===== config.mk =====
export PLATFORM = sky130hd
export DESIGN_NAME = throw_turn_ctrl
export DESIGN_NICKNAME = d
export VERILOG_FILES = /design/src/rtl/variable_pkg.sv /design/src/rtl/hp_counter.sv /design/src/rtl/throw_turn_ctrl.sv
export SDC_FILE = /design/constraint.sdc
export NUM_CORES = 1
export LEC_CHECK = 0
export ABC_AREA = 1
export BUFFER_PORTS_ARGS = -buffer_cell sky130_fd_sc_hd__buf_2
export CAP_MARGIN = 20
export CORE_MARGIN = 1.5
export CORE_UTILIZATION = 30
export CTS_CLUSTER_DIAMETER = 40
export DETAILED_ROUTE_END_ITERATION = 7
export PLACE_DENSITY = 0.54
export SKIP_LAST_GASP = 1
export SLEW_MARGIN = 10
export SYNTH_ARGS = -nofsm -noshare
export SYNTH_HDL_FRONTEND = slang
export SYNTH_SLANG_ARGS = --single-unit

===== constraint.sdc =====
create_clock -name clk60MHz -period 3.4 [get_ports clk60MHz]
set_input_delay 1.02 -clock clk60MHz [delete_from_list [all_inputs] [get_ports clk60MHz]]
set_output_delay 1.02 -clock clk60MHz [all_outputs]
set_load 0.05 [all_outputs]

===== src/rtl/variable_pkg.sv =====
// Shared player encodings and turn-sequencer state type for the throw game.
package variable_pkg;

  localparam logic [1:0] PLAYER_NONE = 2'b00;
  localparam logic [1:0] PLAYER_1    = 2'b01;
  localparam logic [1:0] PLAYER_2    = 2'b10;

  typedef enum logic [2:0] {
    IDLE,
    TURN,
    LAUNCH,
    FLIGHT,
    SETTLE,
    GAME_OVER
  } turn_state_t;

  function automatic logic [1:0] other_player(input logic [1:0] p);
    return (p == PLAYER_1) ? PLAYER_2 : PLAYER_1;
  endfunction

endpackage


===== src/rtl/hp_counter.sv =====
// One player's health: reload, saturating damage, and a zero flag.
module hp_counter #(
  parameter int unsigned HP_INIT = 100,
  parameter int unsigned DAMAGE  = 20,
  parameter int unsigned W       = 7
) (
  input  logic         clk_i,
  input  logic         rst_ni,
  input  logic         load_i,
  input  logic         damage_i,
  output logic [W-1:0] hp_o,
  output logic         zero_o
);

  localparam logic [W-1:0] HP_INIT_C = W'(HP_INIT);
  localparam logic [W-1:0] DAMAGE_C  = W'(DAMAGE);

  logic [W-1:0] hp_q, hp_d;

  always_comb begin
    hp_d = hp_q;
    if (load_i) begin
      hp_d = HP_INIT_C;
    end else if (damage_i) begin
      hp_d = (hp_q >= DAMAGE_C) ? hp_q - DAMAGE_C : '0;
    end
  end

  always_ff @(posedge clk_i or negedge rst_ni) begin
    if (!rst_ni) hp_q <= HP_INIT_C;
    else         hp_q <= hp_d;
  end

  assign hp_o   = hp_q;
  assign zero_o = (hp_q == '0);

endmodule


===== src/rtl/throw_turn_ctrl.sv =====
// Turn sequencer: accepts the active player's throw, launches, watches the
// flight for hit/landing/timeout, applies damage, swaps turns, picks a winner.
module throw_turn_ctrl
  import variable_pkg::*;
#(
  parameter int unsigned GROUND_Y       = 769,
  parameter int unsigned ARM_CYCLES     = 4,
  parameter int unsigned FLIGHT_TIMEOUT = 120_000_000,
  parameter int unsigned SETTLE_CYCLES  = 3_000_000,
  parameter int unsigned HP_INIT        = 100,
  parameter int unsigned DAMAGE         = 20
) (
  input  logic        clk60MHz,
  input  logic        rst_n,
  input  logic        start,
  input  logic        throw_p1,
  input  logic        throw_p2,
  input  logic [11:0] ypos,
  input  logic        hit_p1,
  input  logic        hit_p2,
  output logic [1:0]  current_player,
  output logic        throw_flag,
  output logic        in_throw_flag,
  output logic        end_throw,
  output logic [6:0]  hp_p1,
  output logic [6:0]  hp_p2,
  output logic        game_over,
  output logic [1:0]  winner
);

  localparam int unsigned CNT_MAX = (FLIGHT_TIMEOUT > SETTLE_CYCLES) ? FLIGHT_TIMEOUT
                                                                     : SETTLE_CYCLES;
  localparam int unsigned CW = $clog2(CNT_MAX);

  localparam logic [CW-1:0] ARM_C          = CW'(ARM_CYCLES);
  localparam logic [CW-1:0] TIMEOUT_LAST_C = CW'(FLIGHT_TIMEOUT - 1);
  localparam logic [CW-1:0] SETTLE_LAST_C  = CW'(SETTLE_CYCLES - 1);
  localparam logic [11:0]   GROUND_C       = 12'(GROUND_Y);

  turn_state_t   state_q;
  logic [CW-1:0] cnt_q;
  logic [1:0]    player_q;
  logic [1:0]    winner_q;
  logic          throw_flag_q;
  logic          in_throw_q;
  logic          end_throw_q;
  logic          game_over_q;

  logic accept, opp_hit, landed, timed_out, flight_exit;
  logic hp_load, dmg_p1, dmg_p2, zero_p1, zero_p2;

  assign accept    = (player_q == PLAYER_1 && throw_p1) ||
                     (player_q == PLAYER_2 && throw_p2);
  // Only the opponent's sprite counts; a self-hit is ignored.
  assign opp_hit   = (player_q == PLAYER_1 && hit_p2) ||
                     (player_q == PLAYER_2 && hit_p1);
  assign landed    = (cnt_q >= ARM_C) && (ypos >= GROUND_C);
  assign timed_out = (cnt_q == TIMEOUT_LAST_C);
  assign flight_exit = opp_hit || landed || timed_out;

  assign dmg_p1 = (state_q == FLIGHT) && (player_q == PLAYER_2) && hit_p1;
  assign dmg_p2 = (state_q == FLIGHT) && (player_q == PLAYER_1) && hit_p2;

  always_comb begin
    hp_load = 1'b0;
    case (state_q)
      IDLE, GAME_OVER:              hp_load = start;
      TURN, LAUNCH, FLIGHT, SETTLE: hp_load = 1'b0;
      default:                      hp_load = 1'b1;
    endcase
  end

  hp_counter #(.HP_INIT(HP_INIT), .DAMAGE(DAMAGE), .W(7)) u_hp_p1 (
    .clk_i    (clk60MHz),
    .rst_ni   (rst_n),
    .load_i   (hp_load),
    .damage_i (dmg_p1),
    .hp_o     (hp_p1),
    .zero_o   (zero_p1)
  );

  hp_counter #(.HP_INIT(HP_INIT), .DAMAGE(DAMAGE), .W(7)) u_hp_p2 (
    .clk_i    (clk60MHz),
    .rst_ni   (rst_n),
    .load_i   (hp_load),
    .damage_i (dmg_p2),
    .hp_o     (hp_p2),
    .zero_o   (zero_p2)
  );

  always_ff @(posedge clk60MHz or negedge rst_n) begin
    if (!rst_n) begin
      state_q      <= IDLE;
      cnt_q        <= '0;
      player_q     <= PLAYER_NONE;
      winner_q     <= PLAYER_NONE;
      throw_flag_q <= 1'b0;
      in_throw_q   <= 1'b0;
      end_throw_q  <= 1'b0;
      game_over_q  <= 1'b0;
    end else begin
      throw_flag_q <= 1'b0;
      end_throw_q  <= 1'b0;
      case (state_q)
        IDLE: begin
          if (start) begin
            state_q  <= TURN;
            player_q <= PLAYER_1;
          end
        end
        TURN: begin
          if (accept) begin
            state_q      <= LAUNCH;
            throw_flag_q <= 1'b1;
            in_throw_q   <= 1'b1;
          end
        end
        LAUNCH: begin
          state_q <= FLIGHT;
          cnt_q   <= '0;
        end
        FLIGHT: begin
          if (flight_exit) begin
            state_q     <= SETTLE;
            cnt_q       <= '0;
            in_throw_q  <= 1'b0;
            end_throw_q <= 1'b1;
          end else begin
            cnt_q <= cnt_q + CW'(1);
          end
        end
        SETTLE: begin
          if (cnt_q == SETTLE_LAST_C) begin
            cnt_q <= '0;
            // Health settled on SETTLE entry, so the zero flags are final here.
            if (zero_p1 || zero_p2) begin
              state_q     <= GAME_OVER;
              game_over_q <= 1'b1;
              player_q    <= PLAYER_NONE;
              winner_q    <= zero_p2 ? PLAYER_1 : PLAYER_2;
            end else begin
              state_q  <= TURN;
              player_q <= other_player(player_q);
            end
          end else begin
            cnt_q <= cnt_q + CW'(1);
          end
        end
        GAME_OVER: begin
          if (start) begin
            state_q     <= TURN;
            player_q    <= PLAYER_1;
            game_over_q <= 1'b0;
            winner_q    <= PLAYER_NONE;
          end
        end
        default: begin
          state_q     <= IDLE;
          cnt_q       <= '0;
          player_q    <= PLAYER_NONE;
          winner_q    <= PLAYER_NONE;
          in_throw_q  <= 1'b0;
          game_over_q <= 1'b0;
        end
      endcase
    end
  end

  assign current_player = player_q;
  assign throw_flag     = throw_flag_q;
  assign in_throw_flag  = in_throw_q;
  assign end_throw      = end_throw_q;
  assign game_over      = game_over_q;
  assign winner         = winner_q;

endmodule


# ---- After elaboration in Yosys (flattened, before gate mapping)
# Cells that the tools add are included.
dict set report totals {
  reg_bits 52
  latch_bits 0
  ramBits 0
  rom_bits 0
  in_bits 19
  out_inout_bits 22
  wordCells 101
  memories 0
}
dict set report classes {
  addsub 3
  mul 0
  n_div 0
  n_lt_le_gt_ge 4
  eq_ne 15
  shift 0
  n_mux 37
  n_bitwise 3
  reduce_logical 29
}
# op count
set ops {}
lappend ops {{$pmux W27 S3} 1}
lappend ops {{$mux W27} 2}
lappend ops {{$mux W7} 6}
lappend ops {{$add A27 B1 Y27 const B} 1}
lappend ops {{$eq A27 B22 Y1 const B} 1}
lappend ops {{$eq A27 B27 Y1 const B} 1}
lappend ops {{$ge A27 B3 Y1 const B} 1}
lappend ops {{$mux W2} 8}
lappend ops {{$mux W3} 5}
lappend ops {{$pmux W3 S5} 1}
lappend ops {{$ge A7 B5 Y1 const B} 2}
lappend ops {{$logic_not A7 Y1} 2}
lappend ops {{$sub A7 B5 Y7 const B} 2}
lappend ops {{$ge A12 B10 Y1 const B} 1}
lappend ops {{$pmux W2 S3} 2}
lappend ops {{$reduce_or A4 Y1} 3}
lappend ops {{$ne A2 B2 Y1 const B} 5}
lappend ops {{$logic_and A1 B1 Y1} 9}
lappend ops {{$mux W1} 9}
lappend ops {{$reduce_and A4 Y1} 2}
lappend ops {{$eq A3 B2 Y1 const B} 2}
lappend ops {{$eq A3 B3 Y1 const B} 2}
lappend ops {{$pmux W1 S3} 2}
lappend ops {{$reduce_and A3 Y1} 2}
lappend ops {{11 further kinds} 19}

# ---- Longest topological paths before layout
# Gate-level depths: netlist of the first run.
dict set report depth {
  ltp_word 7
  ltp_mapped 12
  depth_no_buf 12
}

# ---- Hierarchy
# Synthesis of the first run repeated with hierarchy kept, for this count alone.
dict set report hier_totals {
  hier_cells 488
  hier_area_um2 3337.0
}
# mod instances cells_per_inst area_per_inst_um2 seq_area_each_um2
set modules_own_cells {}
lappend modules_own_cells {throw_turn_ctrl 1 392 2648.8 950.9}
lappend modules_own_cells {hp_counter 2 48 344.1 128.9}

# ---- Least setup slack after synthesis of the first run
# Ideal clock, no wire load.
dict set report synth_path {
  path_kind {in2reg}
  from {in ypos[5]}
  to {reg cnt_q[10]}
  setup_ps 77
  t_arrival_ps 1913
  required_ps 3323
  slack_ps 1410
  stages 10
  n_path_buf 1
  path_cell_list {nor2_1 > nand2_1 > a21oi_1 > nand2_1 > nand2_1 > nand4_4 > nand2_4 > buf_6 > nand2_1 > o21ai_1}
}
dict set report synth_between {
  elab_chain_cells 6
}
# item line_no
set synth_rtl {}
lappend synth_rtl {{from (decl)} throw_turn_ctrl.sv:18} ;# input logic [11:0] ypos,
lappend synth_rtl {{$ge A12 B10 Y1} throw_turn_ctrl.sv:57} ;# assign landed = (cnt_q >= ARM_C) && (ypos >= GROUND_C);
lappend synth_rtl {{$logic_and A1 B1 Y1} throw_turn_ctrl.sv:57}
lappend synth_rtl {{$logic_or A1 B1 Y1 (2 in series)} throw_turn_ctrl.sv:59} ;# assign flight_exit = opp_hit || landed || timed_out;
lappend synth_rtl {{$mux W27} throw_turn_ctrl.sv:123} ;# if (flight_exit) begin
lappend synth_rtl {{$pmux W27 S3} throw_turn_ctrl.sv:104} ;# case (state_q)
lappend synth_rtl {{to (signal assigned)} throw_turn_ctrl.sv:129} ;# cnt_q <= cnt_q + CW'(1);
lappend synth_rtl {{to (signal assigned)} throw_turn_ctrl.sv:146} ;# cnt_q <= cnt_q + CW'(1);
lappend synth_rtl {{to (decl)} throw_turn_ctrl.sv:41} ;# logic [CW-1:0] cnt_q;
# Every way passes these cells.
# A chain may end at the register's enable or synchronous reset.

# ---- Worst setup path in the final report of the first run
dict set report layout_path {
  from {reg u_hp_p1.hp_q[2] (netlist: u_hp_p1.hp_o[2])}
  to {out hp_p1[2]}
}
# item line_no
set layout_rtl {}
lappend layout_rtl {{from (decl)} hp_counter.sv:18} ;# logic [W-1:0] hp_q, hp_d;
lappend layout_rtl {{from (signal assigned)} hp_counter.sv:31} ;# else hp_q <= hp_d;
lappend layout_rtl {{to (decl)} throw_turn_ctrl.sv:25} ;# output logic [6:0] hp_p1,
# No word-level cell between the ends.

==> results.sh, run 1 <==
export IMPL_hold_buffers=0
export IMPL_vdd_ir_drop_max_mv=0.2493
export IMPL_wl_per_cell_um=12.19
export IMPL_antenna_left=0
export IMPL_insertedDiodeCount=0
export IMPL_syn_area_per_cell_um2=6.703
export IMPL_leakage_nw=1.910
export IMPL_cts_buffers_inserted=5
export IMPL_syn2layout_area_growth_pct=13.82
export IMPL_first_pass_grt_wire_length_um=13790
export IMPL_finalClockSkew_ns=0.007875
export IMPL_timing_final_max_slew_violations=0
export IMPL_worst_path_max_fanout=5
export IMPL_via_count_of_the_first_global_routing_pass=2893
export IMPL_finish_net_count=558
export IMPL_power_share_switching=0.4337
export IMPL_reg2reg_to="cnt_q[16]"
export IMPL_io_pin_count=41
export IMPL_power_frac_seq=0.353
export IMPL_yosys_warnings=0
export IMPL_drt_total_wl_um=8216
export IMPL_timing_slew_headroom=0.6075
export IMPL_gr_total_overflow=0
export IMPL_die_area_um2=11650
export IMPL_worst_ep_arrival_time_ns=1.15
export IMPL_critPathRequiredTime_ns=2.38
export IMPL_start_util=0.3062
export IMPL_relative_contribution_of_the_clock_network_to_total_power=0.243
export IMPL_final_layout_size_suffix_gt1_frac=0.1404
export IMPL_cts_resized=0
export IMPL_drt_drc_violations_left=0
export IMPL_fp_dieH_um=108.0
export IMPL_core_rowCount=38
export IMPL_critPathCapture="hp_p1[2]"
export IMPL_critical_path_top_delay_family="flip-flops"
export IMPL_x_dimension_of_the_die_um=108.0
export IMPL_synthCells=493
export IMPL_worst_r2r_setup_slack_ns=1.42
export IMPL_internal_power_mw=1.155
export IMPL_crit_cells=1
export IMPL_clock_sink_count=48
export IMPL_setup_repair_after_global_routing_missed_its_margin="no"
export IMPL_route_vias_total=3064
export IMPL_worstSkewPairLatency_ns=0.31
export IMPL_critical_path_max_stage_delay_ns=0.58
export IMPL_fin_crit_sh=0.6393
export IMPL_worst_slew_pin_slew_ns=0.5888
export IMPL_globalRouteTotalUtil=0.1478
export IMPL_cp_cell_sequence="buf_2"
export IMPL_synth_seq_area_share=0.3658
export IMPL_cts_root_buf="sky130_fd_sc_hd__clkbuf_8"
export IMPL_setup_tns_final_ns=0
export IMPL_end_kind="output pin"
export IMPL_min_period_ns=2.173
export IMPL_first_iter_violations=146
export IMPL_run_status="finished, final reports clean"
export IMPL_crit_reg2reg_launch="cnt_q[1]"
export IMPL_clock_input_transition_at_the_sequential_cells_of_the_worst_setup_and_hold_paths_ns=0.09
export IMPL_power_density_cell_area_nw_per_um2=542.4
export IMPL_max_freq_mhz=460.1
export IMPL_worst_r2r_cell_count=10
export IMPL_hpwlAfterDp_um=6334
export IMPL_timing_worst_setup_path_type="reg -> out"
export IMPL_comb_power_share=0.403
export IMPL_post_synth_instance_area_um2=3304
export IMPL_core_area_um2=10790
export IMPL_gp_routability_congestion=0.8954
export IMPL_ctsLongestPathBuffers=2
export IMPL_report_final_setup_viol=0
export IMPL_drt_vias_per_instance=4.546
export IMPL_hold_depth=2
export IMPL_setup_worst_path_start_class="flop"
export IMPL_min_delay_path_class="reg -> reg"
export IMPL_pin_count_of_the_biggest_net_entering_global_routing=28
export IMPL_p_sw_mw=0.8847
export IMPL_power_total_mw=2.040
export IMPL_postCtsSetupRepairBufs=0
export IMPL_antenna_found_initial=0
export IMPL_timing_critical_path_slowest_stage_cell="sky130_fd_sc_hd__dfstp_2"
export IMPL_cp_startpoint="u_hp_p1.hp_o[2]"
export IMPL_ys_types=34
export IMPL_yosys_register_bits=48
export IMPL_ctsHtreeMaxLevel=2
export IMPL_path_buf_inv=1
export IMPL_hold_viol=0
export IMPL_clock_tree_from_tritoncts="yes"
export IMPL_max_cap_violations=0
export IMPL_first_pass_iters=4
export IMPL_numPortBuffers=36
-- flip-flops by register name, summed over array words and instances (netlist names) --
name	flops
cnt_q	27
current_player	2
end_throw	1
game_over	1
in_throw_flag	1
state_q	3
throw_flag	1
u_hp_p1.hp_o	5
u_hp_p2.hp_o	5
winner	2
-- per-layer routing --
layer | vias up | track usage | part of all wire
li1 | 1593 | - | -
met1 | 1411 | 0.2012 | 0.49
met2 | 53 | 0.2419 | 0.46
met3 | 7 | 0.02230 | 0.031
met4 | 0 | 0.04511 | 0.014
met5 | - | 0 | 0
-- per-stage QoR --
stage	util	cell area (um2)	worst slack, ns	std cells	hold slack, ns
final	0.3485	3761	1.227	674	0.4918
after floorplan	-	3316	1.410	496	0.4634
after global placement	0.3362	3628	1.108	666	0.4613
after detailed placement	0.3362	3628	1.055	666	0.4778
after CTS	0.3485	3761	1.212	674	0.5007
after global routing	0.3485	3761	1.182	674	0.5422
-- logic make-up (layout without fill, tap and decap cells) --
| family | Yosys count | after routing | synth area share |
|---|---|---|---|
| and+or+nand+nor | 266 | 266 | 0.3484 |
| AOI/OAI and AO/OA | 57 | 57 | 0.09163 |
| xor gates and xnor gates | 20 | 20 | 0.05301 |
| buffers and inverters | 95 | 133 | 0.1174 |
| DFF | 48 | 48 | 0.3658 |
| adders and majority gates | 6 | 6 | 0.02272 |
| other | 1 | 4 | 0.001135 |
-- Yosys cell counts --
| cell type | n | share of area |
|---|---|---|
| sky130_fd_sc_hd__nor2_2 | 3 | 0.0057 |
| sky130_fd_sc_hd__clkbuf_1 | 2 | 0.0023 |
| sky130_fd_sc_hd__conb_1 | 1 | 0.0011 |
| sky130_fd_sc_hd__buf_4 | 4 | 0.0091 |
| sky130_fd_sc_hd__nor3_1 | 10 | 0.015 |
| sky130_fd_sc_hd__nand3_2 | 1 | 0.0030 |
| sky130_fd_sc_hd__buf_6 | 2 | 0.0068 |
| sky130_fd_sc_hd__inv_2 | 3 | 0.0034 |
| sky130_fd_sc_hd__inv_1 | 83 | 0.094 |
| sky130_fd_sc_hd__nand4_4 | 1 | 0.0064 |
| sky130_fd_sc_hd__a21oi_1 | 12 | 0.018 |
| sky130_fd_sc_hd__dfrtp_1 | 42 | 0.32 |
| sky130_fd_sc_hd__ha_1 | 6 | 0.023 |
| sky130_fd_sc_hd__a31oi_1 | 2 | 0.0038 |
| sky130_fd_sc_hd__nor2_4 | 2 | 0.0068 |
| sky130_fd_sc_hd__o21ai_1 | 15 | 0.023 |
| sky130_fd_sc_hd__nand3b_1 | 1 | 0.0023 |
| sky130_fd_sc_hd__nand4_1 | 5 | 0.0095 |
| sky130_fd_sc_hd__o22ai_1 | 3 | 0.0057 |
| sky130_fd_sc_hd__nand3_1 | 23 | 0.035 |
| sky130_fd_sc_hd__nor2_1 | 63 | 0.072 |
| sky130_fd_sc_hd__xnor2_1 | 1 | 0.0027 |
| sky130_fd_sc_hd__and2_0 | 1 | 0.0019 |
| sky130_fd_sc_hd__or2_2 | 1 | 0.0019 |
| sky130_fd_sc_hd__nand2_4 | 1 | 0.0034 |
| sky130_fd_sc_hd__nor3_2 | 3 | 0.0091 |
| sky130_fd_sc_hd__o21ai_0 | 21 | 0.032 |
| sky130_fd_sc_hd__nand2_2 | 7 | 0.013 |
| sky130_fd_sc_hd__xor2_1 | 19 | 0.050 |
| sky130_fd_sc_hd__o211ai_1 | 3 | 0.0068 |
| sky130_fd_sc_hd__dfstp_2 | 6 | 0.048 |
| sky130_fd_sc_hd__nand2_1 | 144 | 0.16 |
| sky130_fd_sc_hd__a21oi_2 | 1 | 0.0027 |
| sky130_fd_sc_hd__buf_2 | 1 | 0.0015 |
-- final cells by class --
cell class,instances,area (um2)
Inverter,86,322.8
Timing Repair Buffer,39,202.7
Clock buffer,6,72.57
Fill cell,1168,7032
Tap cell,140,175.2
Multi-Input combinational cell,353,1719
Clock inverter,2,60.06
Sequential cell,48,1209
-- cells in the final DEF, fill, tap and decap left out, types with 4 or more instances in the layout --
cell type / synthesis / routed
sky130_fd_sc_hd__a21oi_1: 12 / 12
sky130_fd_sc_hd__buf_2: 1 / 36
sky130_fd_sc_hd__ha_1: 6 / 6
sky130_fd_sc_hd__xor2_1: 19 / 19
sky130_fd_sc_hd__inv_1: 83 / 83
sky130_fd_sc_hd__nand4_1: 5 / 5
sky130_fd_sc_hd__o21ai_1: 15 / 15
sky130_fd_sc_hd__nor2_1: 63 / 63
sky130_fd_sc_hd__o21ai_0: 21 / 21
sky130_fd_sc_hd__nor3_1: 10 / 10
sky130_fd_sc_hd__conb_1: 1 / 4
sky130_fd_sc_hd__dfrtp_1: 42 / 42
sky130_fd_sc_hd__dfstp_2: 6 / 6
sky130_fd_sc_hd__nand3_1: 23 / 23
sky130_fd_sc_hd__clkbuf_8: 0 / 5
sky130_fd_sc_hd__nand2_1: 144 / 144
sky130_fd_sc_hd__nand2_2: 7 / 7
-- worst min path at each step --
| stage | from | end |
|---|---|---|
| after floorplan | state_q[0] | state_q[0] |
| after CTS | winner[0] | winner[0] |
| after global placement | in_throw_flag | in_throw_flag |
| after detailed placement | winner[0] | winner[0] |
| after global routing | winner[0] | winner[0] |
| final | winner[0] | winner[0] |
-- power by group through the flow --
stage | clock network (mW) | registers (mW) | logic [mW]
global route | 0.535 | 0.731 | 0.921
CTS | 0.510 | 0.721 | 0.833
global placement | 0 | 0.729 | 0.816
floorplan | 0 | 0.883 | 0.479
detailed placement | 0 | 0.731 | 0.827
finish | 0.497 | 0.720 | 0.823
(Power assumes the default switching activity.)
==> inputs of run 2 (changes only) <==
Clock period 3.4 ns to 2.3 ns, I/O delays scaled along.
==> results.sh, run 2 (synthesis gave the netlist of run 1 again) <==
export IMPL_run_status="finished, final reports clean"
export IMPL_clock_sink_count=48
export IMPL_power_frac_seq=0.369
export IMPL_x_dimension_of_the_die_um=108.0
export IMPL_timing_worst_setup_path_type="reg -> reg"
export IMPL_finish_utilization=0.3469
export IMPL_path_buf_inv=0
export IMPL_drt_drc_violations_left=0
export IMPL_pin_count_of_the_biggest_net_entering_global_routing=28
export IMPL_comb_power_share=0.418
export IMPL_insertedDiodeCount=0
export IMPL_die_area_um2=11650
export IMPL_power_total_mw=2.888
export IMPL_worstSkewPairLatency_ns=0.31
export IMPL_hold_viol=0
export IMPL_finalClockSkew_ns=0.008988
export IMPL_setup_tns_final_ns=0
export IMPL_first_pass_grt_wire_length_um=13420
export IMPL_io_pin_count=41
export IMPL_via_count_of_the_first_global_routing_pass=2795
export IMPL_core_rowCount=38
export IMPL_power_share_switching=0.4476
export IMPL_setup_repair_after_global_routing_missed_its_margin="no"
export IMPL_gr_total_overflow=0
export IMPL_antenna_left=0
export IMPL_cp_cell_sequence="ha_1, nand2_1, nor2_4, nand2_2, nor2_2, nand2_2, nand4_4, nand2_4, nand2_1, o21ai_0"
export IMPL_regMostFlops="cnt_q"
export IMPL_min_period_ns=1.939
export IMPL_postCtsSetupRepairBufs=0
export IMPL_final_common_cell="sky130_fd_sc_hd__nand2_1"
export IMPL_critical_path_top_delay_family="simple AND/OR/NAND/NOR gates"
export IMPL_layout_cells_most_common_list="sky130_fd_sc_hd__nand2_1 (144), sky130_fd_sc_hd__inv_1 (83), sky130_fd_sc_hd__nor2_1 (63), sky130_fd_sc_hd__dfrtp_1 (42), sky130_fd_sc_hd__buf_2 (36)"
export IMPL_cts_root_buf="sky130_fd_sc_hd__clkbuf_8"
export IMPL_fp_dieH_um=108.0
export IMPL_syn2layout_area_growth_pct=13.29
export IMPL_worst_ep_arrival_time_ns=2.13
export IMPL_p_sw_mw=1.293
export IMPL_drt_total_wl_um=8078
export IMPL_internal_power_mw=1.595
export IMPL_critPathRequiredTime_ns=2.49
export IMPL_hold_buffers=0
export IMPL_report_final_setup_viol=0
export IMPL_min_delay_path_class="in -> async"
export IMPL_globalRouteTotalUtil=0.1451
export IMPL_gr_usage_met3=0.02652
export IMPL_antenna_found_initial=0
export IMPL_drt_vias_per_instance=4.504
export IMPL_leakage_nw=1.904
export IMPL_cts_resized=0
export IMPL_clock_tree_from_tritoncts="yes"
export IMPL_core_area_um2=10790
export IMPL_clock_input_transition_at_the_sequential_cells_of_the_worst_setup_and_hold_paths_ns=0.09
export IMPL_timing_critical_path_slowest_stage_cell="sky130_fd_sc_hd__dfrtp_1"
export IMPL_end_kind="flop"
export IMPL_vdd_ir_drop_max_mv=0.3266
export IMPL_postPlaceCellArea_um2=3636
export IMPL_finish_net_count=559
export IMPL_start_util=0.3062
export IMPL_max_freq_mhz=515.8
export IMPL_timing_final_max_slew_violations=0
export IMPL_first_iter_violations=200
export IMPL_wl_per_cell_um=11.97
export IMPL_route_vias_total=3040
export IMPL_use_met2=0.2351
export IMPL_gp_routability_congestion=0.9181
export IMPL_max_cap_violations=0
export IMPL_ctsHtreeMaxLevel=2
export IMPL_n_fill_cell=1160
export IMPL_worst_path_max_fanout=27
export IMPL_globalRoute_busiestLayer="met2"
export IMPL_relative_contribution_of_the_clock_network_to_total_power=0.214
export IMPL_largest_reg_flops=27
export IMPL_cts_buffers_inserted=5
export IMPL_ctsLongestPathBuffers=2
export IMPL_global_route_usage_met1=0.1974
export IMPL_finalInstanceArea_um2=3744
export IMPL_numPortBuffers=36
export IMPL_first_pass_iters=4
export IMPL_final_layout_size_suffix_gt1_frac=0.1421
export IMPL_hpwlAfterDp_um=6291
export IMPL_fin_crit_sh=0.8430
export IMPL_power_density_cell_area_nw_per_um2=771.4
export IMPL_setup_worst_path_start_class="flop"
export IMPL_critical_path_max_stage_delay_ns=0.37
## run 2: cell types whose count changed in the layout (fill, tap and decap cells not counted)
cell / change
sky130_fd_sc_hd__buf_4: +1
sky130_fd_sc_hd__clkinv_2: +1
sky130_fd_sc_hd__bufinv_16: -1
## run 2: layer usage
layer	up-vias	share of wire
met3	10	0.036
met5	-	0
li1	1590	-
met1	1384	0.49
met2	56	0.46
met4	0	0.014
## run 2: layout make-up
| cell class | instances | area [um2] | area share |
|---|---|---|---|
| multi-input cells | 353 | 1719 | 0.4592 |
| clock buffers | 6 | 72.57 | 0.01939 |
| well taps | 140 | 175.2 | 0.04679 |
| clock inverters | 2 | 35.03 | 0.009358 |
| flip-flops and latches | 48 | 1209 | 0.3229 |
| inverters | 86 | 322.8 | 0.08623 |
| repair buffers | 40 | 210.2 | 0.05615 |
## run 2: final timing paths
check / from / slack [ns] / cells after the start / endpoint
worst max-delay path: cnt_q[0] / 0.36 / 10 / cnt_q[19]
max in group asynchronous: rst_n / 1.37 / 2 / cnt_q[24]
worst min register to register: in_throw_flag / 0.49 / 2 / in_throw_flag
worst max register to register: cnt_q[0] / 0.36 / 10 / cnt_q[19]
min in group clk60MHz: in_throw_flag / 0.49 / 2 / in_throw_flag
worst min-delay path: rst_n / 0.31 / 1 / u_hp_p2.hp_o[4]
## run 2: metrics by stage
step	setup WS, ns	hold WS, ns	std cells
floorplan	0.5153	0.3944	496
global placement	0.3388	0.4586	667
detailed placement	0.2961	0.4815	667
CTS	0.3607	0.3195	675
global route	0.2032	0.3322	675
finish	0.3611	0.3103	675
## run 2: power groups by stage
stage	sequential (mW)	combinational (mW)	clock (mW)
after floorplan	1.30	0.708	0
after global placement	1.08	1.21	0
after detailed placement	1.08	1.21	0
after CTS	1.06	1.22	0.643
after global routing	1.08	1.35	0.676
final	1.06	1.21	0.617
